<file path="src/rtl/mult_div_pkg.sv">
// Shared definitions for the sequential multiplier and divider: one-hot state
// encoding and default operand widths.
package mult_div_pkg;

  localparam int WIDTH_DEF = 8;
  localparam int CNT_W_DEF = 4;

  localparam logic [2:0] QI = 3'b001;
  localparam logic [2:0] QC = 3'b010;
  localparam logic [2:0] QD = 3'b100;

  typedef enum logic [2:0] {
    S_INITIAL = QI,
    S_COMPUTE = QC,
    S_DONE    = QD
  } state_e;

endpackage

</file>
<file path="src/rtl/multiplier_8_sm.sv">
// Unsigned WIDTH x WIDTH shift-and-add multiplier with a Start/Ack operator
// handshake; COMPUTE ends as soon as the remaining multiplier bits are zero.
module multiplier_8_sm
  import mult_div_pkg::*;
#(
  parameter int WIDTH = WIDTH_DEF,
  parameter int CNT_W = CNT_W_DEF
) (
  input  logic               Clk,
  input  logic               Reset_n,
  input  logic [WIDTH-1:0]   Xin,
  input  logic [WIDTH-1:0]   Yin,
  input  logic               Start,
  input  logic               Ack,
  output logic [2*WIDTH-1:0] Product,
  output logic [CNT_W-1:0]   AddCount,
  output logic               Done,
  output logic               Qi,
  output logic               Qc,
  output logic               Qd
);

  state_e               r_state;
  state_e               w_state_nxt;
  logic [2*WIDTH-1:0]   r_mcand;
  logic [WIDTH-1:0]     r_mplier;
  logic [2*WIDTH-1:0]   r_product;
  logic [CNT_W-1:0]     r_add_count;
  logic                 w_load;
  logic                 w_step;
  logic [2*WIDTH-1:0]   w_addend;

  // NOTE: sequential state uses non-blocking assignments so every register
  // samples the pre-edge values of the others.
  always_ff @(posedge Clk or negedge Reset_n) begin
    if (!Reset_n) r_state <= S_INITIAL;
    else          r_state <= w_state_nxt;
  end

  // NOTE: next-state gets a default before the case so no path leaves it
  // unassigned, which would otherwise infer a latch.
  always_comb begin
    w_state_nxt = r_state;
    unique case (r_state)
      S_INITIAL: if (Start)            w_state_nxt = S_COMPUTE;
      S_COMPUTE: if (r_mplier == '0)   w_state_nxt = S_DONE;
      S_DONE:    if (Ack)              w_state_nxt = S_INITIAL;
      default:                         w_state_nxt = S_INITIAL;
    endcase
  end

  assign w_load   = (r_state == S_INITIAL) && Start;
  assign w_step   = (r_state == S_COMPUTE) && (r_mplier != '0);
  assign w_addend = r_mplier[0] ? r_mcand : '0;

  // The 2*WIDTH-bit sum cannot wrap: the largest product is (2^WIDTH-1)^2.
  always_ff @(posedge Clk or negedge Reset_n) begin
    if (!Reset_n) begin
      r_mcand     <= '0;
      r_mplier    <= '0;
      r_product   <= '0;
      r_add_count <= '0;
    end else if (w_load) begin
      r_mcand     <= {{WIDTH{1'b0}}, Xin};
      r_mplier    <= Yin;
      r_product   <= '0;
      r_add_count <= '0;
    end else if (w_step) begin
      r_mcand     <= r_mcand << 1;
      r_mplier    <= r_mplier >> 1;
      r_product   <= r_product + w_addend;
      r_add_count <= r_add_count + CNT_W'(1);
    end
  end

  assign Product  = r_product;
  assign AddCount = r_add_count;
  assign Qi       = r_state[0];
  assign Qc       = r_state[1];
  assign Qd       = r_state[2];
  assign Done     = r_state[2];

endmodule

</file>
<file path="config.mk">
export PLATFORM = sky130hd
export DESIGN_NAME = multiplier_8_sm
export DESIGN_NICKNAME = d
export VERILOG_FILES = /design/src/rtl/mult_div_pkg.sv /design/src/rtl/multiplier_8_sm.sv
export SDC_FILE = /design/constraint.sdc
export NUM_CORES = 1
export LEC_CHECK = 0
export BUFFER_PORTS_ARGS = -buffer_cell sky130_fd_sc_hd__buf_2
export CORE_ASPECT_RATIO = 1.1
export CORE_MARGIN = 2
export CORE_UTILIZATION = 30
export CTS_CLUSTER_SIZE = 10
export DETAILED_ROUTE_END_ITERATION = 6
export GPL_TIMING_DRIVEN = 1
export SYNTH_ARGS = -nofsm -noshare
export SYNTH_HDL_FRONTEND = slang
export SYNTH_SLANG_ARGS = --single-unit
</file>
<file path="constraint.sdc">
create_clock -name Clk -period 6.63 [get_ports Clk]
set_input_delay 0 -clock Clk [delete_from_list [all_inputs] [get_ports Clk]]
set_output_delay 0 -clock Clk [all_outputs]
set_load 0.005 [all_outputs]
</file>
* After elaboration in Yosys (flattened, before gate mapping) *
Index checks and enable logic that the tools add are counted.

word-level totals
  logic and storage cells = 32
  input bits = 20
  bits in registers = 47
  output and inout port bits = 24

operators by class
  add/subtract/negate cells = 2
  reductions and logical operators = 6
  equal/unequal tests = 6
  multiplexer cells = 13

operators with widths
  operator                                       count
  two-way mux 16 bit                             5
  adder 16 bit                                   1
  two-way mux 8 bit                              2
  two-way mux 3 bit                              3
  case mux 3 bit (3 select lines)                1
  zero test 8 bit                                1
  two-way mux 4 bit                              2
  nonzero test 8 bit                             1
  inequality test 2 bit, second input constant   3
  adder 4 x 1 -> 4 bit, second input constant    1
  == test 3 x 1 -> 1 bit, second input constant  1
  == test 3 x 2 -> 1 bit, second input constant  1
  == test 3 bit, second input constant           1
  AND reduction 3 bit                            1
  logical AND 1 bit                              2
  nonzero test 2 bit                             1

* Logic depth before layout (Yosys ltp) *
  word-level depth = 4
  depth in mapped cells = 9
  gate-level depth less buffers = 8

* Worst setup path after synthesis *
Ideal clock, no wire load.

  path type = reg-to-reg
  start point = reg r_mplier[0]
  end point = reg r_product[12] (netlist: Product[12])
  period minus slack after synthesis = 2.658 ns
  path buffers = 1
  required time = 6.494 ns
  setup time = 0.136 ns
  cell stages (with the launch flop) = 10
  slack = 3.972 ns
  arrival time = 2.523 ns
  cells stage by stage = dfrtp_1 clkbuf_1 and2_1 ha_1 fa_1 a211oi_1 o21ai_0 a221oi_1 mux2i_1 o311ai_1

between the ends
  cells in the longest elaborated chain, start to end = 4
  elaborated cells on any way between the ends = 7
  classes of those cells = add/sub (1); mux (3); reduce/logical (3)

RTL lines
  what                    RTL line               source
  start, declared         multiplier_8_sm.sv:26  logic [WIDTH-1:0] r_mplier;
  start signal, assigned  multiplier_8_sm.sv:65  r_mplier <= Yin;
  start signal, assigned  multiplier_8_sm.sv:70  r_mplier <= r_mplier >> 1;
  two-way mux 16 bit      multiplier_8_sm.sv:54  assign w_addend = r_mplier[0] ? r_mcand : '0;
  adder 16 bit            multiplier_8_sm.sv:71  r_product <= r_product + w_addend;
  two-way mux 16 bit      multiplier_8_sm.sv:68  end else if (w_step) begin
  two-way mux 16 bit      multiplier_8_sm.sv:63  end else if (w_load) begin
  end signal, assigned    multiplier_8_sm.sv:71
  end, declared           multiplier_8_sm.sv:27  logic [2*WIDTH-1:0] r_product;

Parallel ways exist; a longest one is shown, timed or not. The select of a mux whose other input is x is not followed.
A chain may end at the register's enable or synchronous reset.

* Worst setup path in the final report *
Same ends and word-level chain as after synthesis.

==> flow_summary.yaml <==
run_status:
  status: "finished, final reports clean"
layout:
  n_antenna_cell: 0
  layout_commonest_cell: "nand2_1"
  syn_to_final_growth_pct: 21.8
  nNetsFinal: 415
  final_cell_mix: "nand2_1 (61), dfrtp_1 (46), buf_2 (43)"
  drive_gt1_share_pct: 16.9
  final_core_util_pct: 37.5
detailed_routing:
  drtAntennaViolNets: 0
  viasPerCell: 5.03
  vias: 2494
  wire_per_inst_um: 14.0
  drcViolationCount: 0
  drt_iter0_markers: 103
  wirelength_mm: 6.96
  dr.pass1.iters: 4
power_and_ir_drop:
  cell_internal_pwr_mw: 0.738
  power_mw: 1.21
  p_leak_nw: 1.72
  switchingPower_mw: 0.475
  p_seq_share_pct: 39.3
  p_sw_share_pct: 39.2
  p_per_area_nw_per_um2: 346
  peakVddDrop_uv: 286
  p_clk_share_pct: 21.0
  comb_power_share_pct: 39.8
logic_synthesis:
  yosys_most_used_dff: "dfrtp_1"
  synth-seq-cells: 47
  synth_fp_nets: 359
  seq_area_frac_synth_pct: 40.9
  synth.avg_cell_area_um2: 8.94
  synth_edf_count: 0
  async_reset_ff_share_pct: 100
  syn_area_um2: 2880
  netlist_instances: 322
  synthDistinctLibCells: 53
  yosys_warnings: 0
clock_network:
  cts_setup_buffers: 0
  cts_hold_buf: 17
  cts.htree.levels: 2
  cts.path.max_buffers: 2
  clkSinkCount: 47
  cts_tree: "done"
  cts.clk_slew.worst_paths_ns: 0.10
  clk_latency_ns: 0.30
  cts_resized: 0
  numCtsBuffers: 5
  cts_root_buffer: "clkbuf_8"
grt:
  grt_pass1_vias: 2502
  grt_pass1_wl_mm: 11.8
  grt_max_degree: 48
  track_usage_pct: 13.7
  grt_overflow: 0
  antenna_found_initial: 0
critical_path:
  path_cells: "and2_1, ha_1, fa_1, a211oi_1, o21ai_0, a221oi_1, mux2i_1, o311ai_1"
  critPathLaunchType: "flip-flop"
  crit_slowest_cell: "dfrtp_1"
  worstSetupEndpointType: "flip-flop"
  worstPathArrival_ns: 3.16
  critPathKind: "reg2reg"
  path_max_fanout: 18
  critPathMaxStageDelay_ns: 0.55
  required_ns: 6.81
timing:
  max_freq_ghz: 0.336
  hold_viol_final: 0
  relSlewSlack_pct: 57.8
  worst_pin_slew_ns: 0.626
  fin_crit_sh_pct: 44.9
  setup_viol: 0
  rsz0062_at_grt: "false"
  clock-skew-final_ns: 0.0124
  timing.hold.ws_ns: 0.0511
  finalMaxSlewViolations: 0
  finalCriticalPeriod_ns: 2.97
  setup_tns_ns: 0
place:
  gp_congestion: 0.804
  dp_hpwl_mm: 4.76
  io_buffers: 43
die:
  dieHeight_um: 107
  fp-row-count: 37
  dieArea_um2: 10400
  start_util_pct: 30.8
  placeableCoreArea_um2: 9350
  die_x_um: 97.4
  pin_count: 44
min_path:
  worstHoldPathType: "in2reg"
flow_run:
  drv_cap: 0
==> power groups by stage <==
stage / sequential, mW / combinational, mW / clock, mW
4_1_cts: 0.477 / 0.487 / 0.262
6_report: 0.476 / 0.482 / 0.255
2_1_floorplan: 0.457 / 0.351 / 0
5_1_grt: 0.494 / 0.549 / 0.273
3_5_place_dp: 0.483 / 0.478 / 0
3_3_place_gp: 0.481 / 0.468 / 0
==> cells by family (layout without fill, tap and decap cells) <==
family | count (synthesis) | after routing | synth area share [%]
AND/OR/NAND/NOR | 148 | 148 | 26.0
AO/OA/AOI/OAI | 76 | 76 | 17.5
flip-flops | 47 | 47 | 40.9
buffers and inverters | 21 | 78 | 3.87
adder cells (fa/ha/maj) | 17 | 17 | 7.65
XOR/XNOR | 10 | 10 | 3.04
multiplexers | 3 | 3 | 1.04
==> worst max-delay path: cells and delay by family, from the launching register on <==
family | cells | cell delay (ns)
fa+ha+maj | 2 | 0.65
flops | 1 | 0.55
mux | 1 | 0.23
simple gates | 1 | 0.22
compound gates | 4 | 1.22
==> cell usage after synthesis (2+ instances only) <==
master	count	area, um2
o31ai_1	2	15.0
and3_1	5	31.3
mux2i_1	3	30.0
nor2_1	16	60.1
nor3_1	4	20.0
buf_4	4	30.0
nand3_1	24	120
nor2b_1	2	12.5
xnor2_1	5	43.8
clkbuf_1	8	30.0
buf_2	2	10.0
or4_1	3	22.5
o21ai_1	7	35.0
a311oi_1	2	17.5
nor3b_1	4	30.0
inv_1	5	18.8
nand2_1	61	229
ha_1	16	200
o21a_1	5	37.5
o211ai_1	3	22.5
a22oi_1	12	90.1
and2_1	15	93.8
o21ai_0	16	80.1
dfrtp_1	46	1150
a22o_1	2	17.5
xor2_1	5	43.8
nand4_1	2	12.5
buf_6	2	22.5
a21o_1	3	22.5
a211oi_1	4	30.0
nand2b_1	2	12.5
a31oi_1	2	12.5
a21oi_1	10	50.1
==> through the flow <==
stage / instance area (um2) / cells / worst slack, ns
after floorplan: 2880 / 322 / 3.97
after global placement: 3200 / 471 / 3.69
after detailed placement: 3200 / 471 / 3.65
after CTS: 3510 / 496 / 3.64
after global routing: 3510 / 496 / 3.36
final: 3510 / 496 / 3.66
==> routing by layer <==
metal  part of all wire [%]  GRT usage [%]  vias up
li1                       -              -     1268
met1                     48           17.9     1162
met2                     47           23.2       59
met3                    3.8           2.80        5
met4                   0.99           3.47        0
met5                      0              0        -
==> final timing paths <==
path,start,to,slack (ns),cells past startpoint
min,Ack,r_state[0],0.05,4
max reg2reg,r_mplier[0],Product[12],3.66,8
max,r_mplier[0],Product[12],3.66,8
min in group asynchronous,Reset_n,Product[9],0.32,3
max in group asynchronous,Reset_n,r_mplier[1],5.89,3
min reg2reg,r_mcand[8],r_mcand[9],0.51,2
==> state kept, by name, summed over array words and instances (netlist names) <==
name and flops:
AddCount 4, r_mplier 8, r_mcand 16, r_state 3
Product 16
==> cell type report <==
class / count / area, um2
clock buffer: 5 / 68.8
clock inverter: 3 / 67.6
fill: 977 / 5840
inverter: 5 / 18.8
multi-input combinational: 254 / 1610
sequential: 47 / 1180
tap: 117 / 146
timing repair buffer: 65 / 423
Power figures use the tool's default switching activity.
